**src/rtl/event_ind_pkg.sv**
```systemverilog
// Shared types, constants and helpers for the multi-channel event-hold indicator.
// Latency: n/a (package only).
// Backpressure: n/a.
package event_ind_pkg;

    // Per-channel trigger qualification, encoded as on ch_mode_i.
    typedef enum logic [1:0] {
        EV_RISE   = 2'b00,
        EV_FALL   = 2'b01,
        EV_LVL_HI = 2'b10,
        EV_LVL_LO = 2'b11
    } ev_mode_t;

    // Cycles after reset release during which edge triggers are masked, so the
    // synchroniser filling up from its reset value is never seen as an edge.
    localparam int WARMUP_CYC = 3;

    // Clock cycles per millisecond, never less than one.
    function automatic int ms_div(input int clk_freq_hz);
        return (clk_freq_hz / 1000 > 0) ? (clk_freq_hz / 1000) : 1;
    endfunction

endpackage

```
**src/rtl/event_ind_ch.sv**
```systemverilog
// One event channel: 2-flop synchroniser, mode qualification, ms hold timer, optional event counter.
// Latency: event_i sampled at edge N -> hold counter loaded at edge N+2.
// Backpressure: none; free-running, every qualified event is accepted.
//
// Ports:
//   clk27, reset    clock and synchronous active-high reset
//   event_i         asynchronous event source
//   enable_i        channel enable; low forces the hold counter to 0
//   mode_i          trigger qualification (rise / fall / level-high / level-low)
//   hold_ms_i       hold time loaded on each trigger (0 = ignore trigger)
//   ms_tick         one-cycle millisecond strobe from the top level
//   warm_done       high once the post-reset warm-up has elapsed
//   cnt_clr_i       clear the event counter
//   active_o        hold counter non-zero
//   cnt_o           event counter value (0 unless EVENT_IND_CNT_EN is defined)
module event_ind_ch
    import event_ind_pkg::*;
#(
    parameter int MS_W  = 16,
    parameter int CNT_W = 8
) (
    input  logic             clk27,
    input  logic             reset,
    input  logic             event_i,
    input  logic             enable_i,
    input  ev_mode_t         mode_i,
    input  logic [MS_W-1:0]  hold_ms_i,
    input  logic             ms_tick,
    input  logic             warm_done,
    input  logic             cnt_clr_i,
    output logic             active_o,
    output logic [CNT_W-1:0] cnt_o
);

    logic            sync1;
    logic            sync2;
    logic            prev;
    logic            rise_edge;
    logic            fall_edge;
    logic            trig;
    logic            onset;
    logic [MS_W-1:0] hold_cnt;

    always_ff @(posedge clk27) begin
        if (reset) begin
            sync1 <= 1'b0;
            sync2 <= 1'b0;
            prev  <= 1'b0;
        end else begin
            sync1 <= event_i;
            sync2 <= sync1;
            prev  <= sync2;
        end
    end

    // Edges are masked during warm-up; levels are not, they carry no history.
    assign rise_edge = sync2 & ~prev & warm_done;
    assign fall_edge = ~sync2 & prev & warm_done;

    always_comb begin
        trig  = 1'b0;
        onset = 1'b0;
        case (mode_i)
            EV_RISE:   begin trig = rise_edge; onset = rise_edge; end
            EV_FALL:   begin trig = fall_edge; onset = fall_edge; end
            EV_LVL_HI: begin trig = sync2;     onset = rise_edge; end
            EV_LVL_LO: begin trig = ~sync2;    onset = fall_edge; end
            default:   begin trig = 1'b0;      onset = 1'b0;      end
        endcase
    end

    // A reload beats a coincident ms_tick so the full hold time is always served.
    always_ff @(posedge clk27) begin
        if (reset) begin
            hold_cnt <= '0;
        end else if (!enable_i) begin
            hold_cnt <= '0;
        end else if (trig && (hold_ms_i != '0)) begin
            hold_cnt <= hold_ms_i;
        end else if (ms_tick && (hold_cnt != '0)) begin
            hold_cnt <= hold_cnt - 1'b1;
        end
    end

    assign active_o = (hold_cnt != '0);

`ifdef EVENT_IND_CNT_EN
    logic [CNT_W-1:0] ev_cnt;

    // Saturating count of trigger onsets; clear has priority over increment.
    always_ff @(posedge clk27) begin
        if (reset) begin
            ev_cnt <= '0;
        end else if (cnt_clr_i) begin
            ev_cnt <= '0;
        end else if (enable_i && onset && (ev_cnt != '1)) begin
            ev_cnt <= ev_cnt + 1'b1;
        end
    end

    assign cnt_o = ev_cnt;
`else
    logic unused_cnt_in;
    assign unused_cnt_in = cnt_clr_i ^ onset;
    assign cnt_o         = '0;
`endif

endmodule

```
**src/rtl/event_indicator.sv**
```systemverilog
// Multi-channel event-hold indicator: per-channel ms hold timers OR-ed onto one indicator plus blink.
// Latency: event_i sampled at edge N -> active_o/indicator_o high after edge N+2.
// Backpressure: none; inputs are sampled every cycle.
//
// Optional feature: define EVENT_IND_CNT_EN to build per-channel saturating event counters
// readable through cnt_sel_i/cnt_o; otherwise cnt_o is 0 and cnt_sel_i/cnt_clr_i have no effect.
//
// Ports:
//   clk27, reset    single clock, synchronous active-high reset
//   event_i         NUM_CH asynchronous event sources
//   ch_enable_i     per-channel enable
//   ch_mode_i       per-channel mode, channel k at [2k+1:2k]
//   hold_ms_i       hold time in ms shared by all channels
//   active_o        per-channel hold active
//   indicator_o     OR of active_o
//   blink_o         indicator_o gated by the blink phase
//   cnt_sel_i       event counter select
//   cnt_clr_i       clear all event counters
//   cnt_o           selected event counter
module event_indicator
    import event_ind_pkg::*;
#(
    parameter  int NUM_CH      = 4,
    parameter  int CLK_FREQ_HZ = 27000000,
    parameter  int MS_W        = 16,
    parameter  int BLINK_MS    = 250,
    parameter  int CNT_W       = 8,
    localparam int SEL_W       = (NUM_CH > 1) ? $clog2(NUM_CH) : 1
) (
    input  logic                clk27,
    input  logic                reset,
    input  logic [NUM_CH-1:0]   event_i,
    input  logic [NUM_CH-1:0]   ch_enable_i,
    input  logic [2*NUM_CH-1:0] ch_mode_i,
    input  logic [MS_W-1:0]     hold_ms_i,
    output logic [NUM_CH-1:0]   active_o,
    output logic                indicator_o,
    output logic                blink_o,
    input  logic [SEL_W-1:0]    cnt_sel_i,
    input  logic                cnt_clr_i,
    output logic [CNT_W-1:0]    cnt_o
);

    localparam int DIV    = ms_div(CLK_FREQ_HZ);
    localparam int PRE_W  = (DIV > 1) ? $clog2(DIV) : 1;
    localparam int WARM_W = $clog2(WARMUP_CYC + 1);
    localparam int BL_W   = (BLINK_MS > 1) ? $clog2(BLINK_MS) : 1;

    logic [PRE_W-1:0]  pre_cnt;
    logic              ms_tick;
    logic [WARM_W-1:0] warm_cnt;
    logic              warm_done;
    logic [BL_W-1:0]   blink_cnt;
    logic              blink_phase;
    logic [CNT_W-1:0]  ch_cnt [NUM_CH];

    // Millisecond prescaler, free-running from reset.
    assign ms_tick = (pre_cnt == PRE_W'(DIV - 1));

    always_ff @(posedge clk27) begin
        if (reset) begin
            pre_cnt <= '0;
        end else if (ms_tick) begin
            pre_cnt <= '0;
        end else begin
            pre_cnt <= pre_cnt + 1'b1;
        end
    end

    // Warm-up counter stops once it reaches WARMUP_CYC.
    assign warm_done = (warm_cnt == WARM_W'(WARMUP_CYC));

    always_ff @(posedge clk27) begin
        if (reset) begin
            warm_cnt <= '0;
        end else if (!warm_done) begin
            warm_cnt <= warm_cnt + 1'b1;
        end
    end

    for (genvar k = 0; k < NUM_CH; k++) begin : g_ch
        event_ind_ch #(
            .MS_W  (MS_W),
            .CNT_W (CNT_W)
        ) u_ch (
            .clk27     (clk27),
            .reset     (reset),
            .event_i   (event_i[k]),
            .enable_i  (ch_enable_i[k]),
            .mode_i    (ev_mode_t'(ch_mode_i[2*k +: 2])),
            .hold_ms_i (hold_ms_i),
            .ms_tick   (ms_tick),
            .warm_done (warm_done),
            .cnt_clr_i (cnt_clr_i),
            .active_o  (active_o[k]),
            .cnt_o     (ch_cnt[k])
        );
    end

    assign indicator_o = |active_o;

    // Phase rests at 1 while idle so a new indication starts with the LED on.
    always_ff @(posedge clk27) begin
        if (reset) begin
            blink_phase <= 1'b1;
            blink_cnt   <= '0;
        end else if (!indicator_o) begin
            blink_phase <= 1'b1;
            blink_cnt   <= '0;
        end else if (ms_tick) begin
            if (blink_cnt == BL_W'(BLINK_MS - 1)) begin
                blink_cnt   <= '0;
                blink_phase <= ~blink_phase;
            end else begin
                blink_cnt <= blink_cnt + 1'b1;
            end
        end
    end

    assign blink_o = indicator_o & blink_phase;

    always_comb begin
        cnt_o = '0;
        if (int'(cnt_sel_i) < NUM_CH) begin
            cnt_o = ch_cnt[cnt_sel_i];
        end
    end

endmodule

```
**config.mk**
```make
export PLATFORM = sky130hd
export DESIGN_NAME = event_indicator
export DESIGN_NICKNAME = d
export VERILOG_FILES = /design/src/rtl/event_ind_pkg.sv /design/src/rtl/event_ind_ch.sv /design/src/rtl/event_indicator.sv
export SDC_FILE = /design/constraint.sdc
export NUM_CORES = 1
export LEC_CHECK = 0
export CAP_MARGIN = 5
export CORE_UTILIZATION = 62
export CTS_BUF_LIST = sky130_fd_sc_hd__clkbuf_4 sky130_fd_sc_hd__clkbuf_8 sky130_fd_sc_hd__clkbuf_16
export DETAILED_ROUTE_END_ITERATION = 8
export GPL_TIMING_DRIVEN = 0
export HOLD_SLACK_MARGIN = 0.1
export PLACE_DENSITY_LB_ADDON = 0.1
export SYNTH_ARGS = -nofsm -noshare
export SYNTH_HDL_FRONTEND = slang
export SYNTH_SLANG_ARGS = --single-unit
```
**constraint.sdc**
```tcl
create_clock -name clk27 -period 4.7 [get_ports clk27]
set_input_delay 1.175 -clock clk27 [delete_from_list [all_inputs] [get_ports clk27]]
set_output_delay 1.175 -clock clk27 [all_outputs]
set_load 0.02 [all_outputs]
```
==> flow_metrics.py <==
metrics = {
    "synthesis": {
        "synth-xor-area-share_pct": 11.5,
        "yosys.area_share.simple_pct": 25.6,
        "synth_compound_area_share_pct": 17.9,
        "synthMuxAreaShare_pct": 0.186,
        "synth_edf_count": 0,
        "ys_seq_area_share_pct": 37.9,
        "synthTopCellsByArea": "dfxtp_1 38%, xor2_1 8.0%, o21ai_0 6.5%",
        "ys_types": 52,
        "syn_area_per_cell_um2": 8.32,
        "synth_fa_ha_area_share_pct": 1.86,
        "synth_flop_cell": "dfxtp_1",
        "yosys.area.top_type": "dfxtp_1",
        "synth_top_family_by_area": "simple AND/OR/NAND/NOR gates",
        "ys_ff_latch": 102,
        "syn_area_mm2": 0.00539,
        "synth_top_area_share_pct": 37.9,
        "netlist_instances": 648,
        "async_reset_ff_share_pct": 0,
        "yosysWarnings": 0,
    },
    "final_layout": {
        "layout.nets": 750,
        "syn_to_final_growth_pct": 14.0,
        "utilization_pct": 74.0,
        "layout_commonest_cell": "dfxtp_1",
        "antennaDiodeCount": 0,
        "drive_gt1_share_pct": 6.34,
        "final_cell_mix": "102 x dfxtp_1, 70 x o21ai_0, 50 x a21oi_1",
        "num-fill-cells": 656,
    },
    "power_and_ir_drop": {
        "ir_worst_vdd_mv": 0.180,
        "total_power_mw": 1.87,
        "power_density_mw_per_mm2": 304,
        "leakage_nw": 2.15,
    },
    "worst_setup_path": {
        "crit_arrival_ps": 3310,
        "rrSetupSlack_ps": 2100,
        "crit_path_top_delay_cell": "or4_4",
        "critPathCaptureType": "output port",
        "path_class": "register to output port",
        "r2r-start": "pre_cnt[11]$_SDFF_PP0_",
        "max_stage_delay_ps": 630,
        "crit_fanout": 10,
        "worstPathCellList": "inv_1, ha_1, nor4b_1, nand4_1, clkbuf_1, or4_4, and2_1, clkdlybuf4s50_1",
        "cp-start-kind": "register",
        "worst-r2r-cell-count": 7,
        "rr_endpoint": "g_ch[3].u_ch.hold_cnt[1]$_SDFFE_PP0P_",
        "cp.required_ps": 3520,
    },
    "global_routing": {
        "grt-ovfl-total": 0,
        "grt_pass1_vias": 4861,
        "grt_pass1_wl_um": 23200,
        "antenna_found_initial": 0,
        "grt_max_degree": 19,
        "track_usage_pct": 33.0,
    },
    "detailed_routing": {
        "wl_met1_um": 5980,
        "drtPass1Iterations": 5,
        "wl_met2_um": 6630,
        "via_per_inst": 6.39,
        "drt-total-wl_um": 14300,
        "post_drt_wl_per_cell_um": 17.5,
        "top_layer_used": "met4",
        "wl_met3_um": 1120,
        "drc": 0,
        "final_antenna_net_count": 0,
        "vias": 5211,
        "drt-initial-drc-count": 373,
    },
    "timing": {
        "skew_ps": 13.5,
        "grt_setup_unrepaired": "no",
        "relSlewSlack_pct": 51.8,
        "setup_tns_ps": 0,
        "hold_viol_final": 0,
        "post-route-min-period_ps": 4490,
        "fmax_mhz": 223,
        "worst_slew_pin_slew_ps": 716,
        "setup-violations-final": 0,
        "period_share_pct": 95.4,
        "final_max_slew_viol_count": 0,
    },
    "die": {
        "std_cell_rows": 33,
        "io_pins": 51,
        "die_area_mm2": 0.00907,
        "start_util_pct": 64.9,
        "die_x_um": 95.2,
        "core_area_mm2": 0.00830,
        "fp.dieH_um": 95.2,
    },
    "clocking": {
        "cts-root-buf": "clkbuf_8",
        "numCtsBuffers": 9,
        "clock_latency_ps": 370,
        "cts.repair.resized": 0,
        "htree_levels": 3,
        "cts_tree": "yes",
        "cts_hold_buf": 0,
        "ctsLongestPathBuffers": 2,
        "clock_sinks": 102,
        "clk_transition_reported_paths_ps": 100,
        "postCtsSetupRepairBufs": 0,
    },
    "placed_design": {
        "port_buffers": 39,
        "place_congestion": 0.917,
        "dp_hpwl_um": 10100,
    },
    "min_path": {
        "min_to": "g_ch[0].u_ch.sync2$_SDFF_PP0_",
        "min_from": "g_ch[0].u_ch.sync1$_SDFF_PP0_",
        "hp-class": "register to register",
        "hold_depth": 1,
    },
    "outcome": {
        "outcome": "finished clean",
    },
    "job": {
        "cap_violations": 0,
    },
}
[routing by layer]
| metal | track usage [%] | vias up |
|---|---|---|
| li1 | - | 2470 |
| met1 | 40.7 | 2456 |
| met2 | 55.3 | 228 |
| met3 | 6.78 | 57 |
| met4 | 14.1 | 0 |
| met5 | 0 | - |
[cell families (layout without fill, tap and decap cells)]
group                    count (synthesis)  count (layout)
adder cells (fa/ha/maj)                  8               8
buffers and inverters                   59             114
multiplexers                             1               1
flip-flops                             102             102
AO/OA/AOI/OAI                          166             166
AND/OR/NAND/NOR                        240             240
XOR/XNOR                                71              71
other                                    1               8
[final cells by class]
type | count | area, um^2 | share of cell area (%)
flip-flops and latches | 102 | 2040 | 33.2
inverters | 14 | 52.6 | 0.855
clock inverters | 6 | 73.8 | 1.20
multi-input cells | 494 | 3100 | 50.5
plain buffers | 45 | 219 | 3.56
well taps | 105 | 131 | 2.14
clock buffers | 10 | 131 | 2.14
repair buffers | 39 | 390 | 6.35
[synthesized netlist by cell type, drive strengths merged, types with 5 or more instances]
master and n:
dfxtp 102, o21ai 70, a21oi 50, xor2 49
nor2 37, nand2 26, clkbuf 25, nor4 25
nand3 22, xnor2 22, nor3 21, buf 20
nand4 20, nor2b 19, a31oi 15, inv 14
or3 14, or4 12, ha 8, and3 6
o211ai 6, or2 6, and2 5, and4 5
nand4b 5, o2111ai 5
[state kept, by name, summed over array words and instances, names as in the netlist]
name	cells
pre_cnt	15
blink_cnt	8
g_ch.u_ch.hold_cnt	64
g_ch.u_ch.sync2	4
g_ch.u_ch.prev	4
warm_cnt	2
g_ch.u_ch.sync1	4
blink_phase	1
[report_power, final]
part           switching [mW]  total [mW]  internal, mW
combinational           0.218       0.361         0.143
clock                   0.321       0.582         0.261
sequential             0.0317       0.928         0.896
total                   0.570        1.87          1.30
[per-stage QoR]
| stage | area, um^2 | hold WS, ps | setup WS, ps | cells |
|---|---|---|---|---|
| floorplan | 5420 | 414 | 1340 | 655 |
| global route | 6140 | 474 | 17.8 | 815 |
| detailed placement | 5940 | 433 | 622 | 799 |
| global placement | 5940 | 416 | 692 | 799 |
| CTS | 6140 | 465 | 215 | 815 |
| finish | 6140 | 456 | 214 | 815 |
[critical path: cells and delay by family (launching register included)]
kind	cells	cell delay, ps
buffers and inverters	3	990
AND/OR/NAND/NOR	4	1350
flip-flops	1	350
adder cells (fa/ha/maj)	1	270
[worst max-delay path by stage]
stage	from	endpoint	slack [ps]	cells after the start
floorplan	g_ch[0].u_ch.hold_cnt[10]$_SDFFE_PP0P_	blink_o	1340	5
global placement	g_ch[2].u_ch.hold_cnt[0]$_SDFFE_PP0P_	blink_o	690	8
detailed placement	g_ch[2].u_ch.hold_cnt[0]$_SDFFE_PP0P_	blink_o	620	8
CTS	g_ch[2].u_ch.hold_cnt[0]$_SDFFE_PP0P_	blink_o	220	8
global route	g_ch[3].u_ch.hold_cnt[0]$_SDFFE_PP0P_	blink_o	20	9
finish	g_ch[2].u_ch.hold_cnt[0]$_SDFFE_PP0P_	blink_o	210	8
Power figures use the tool's default switching activity.
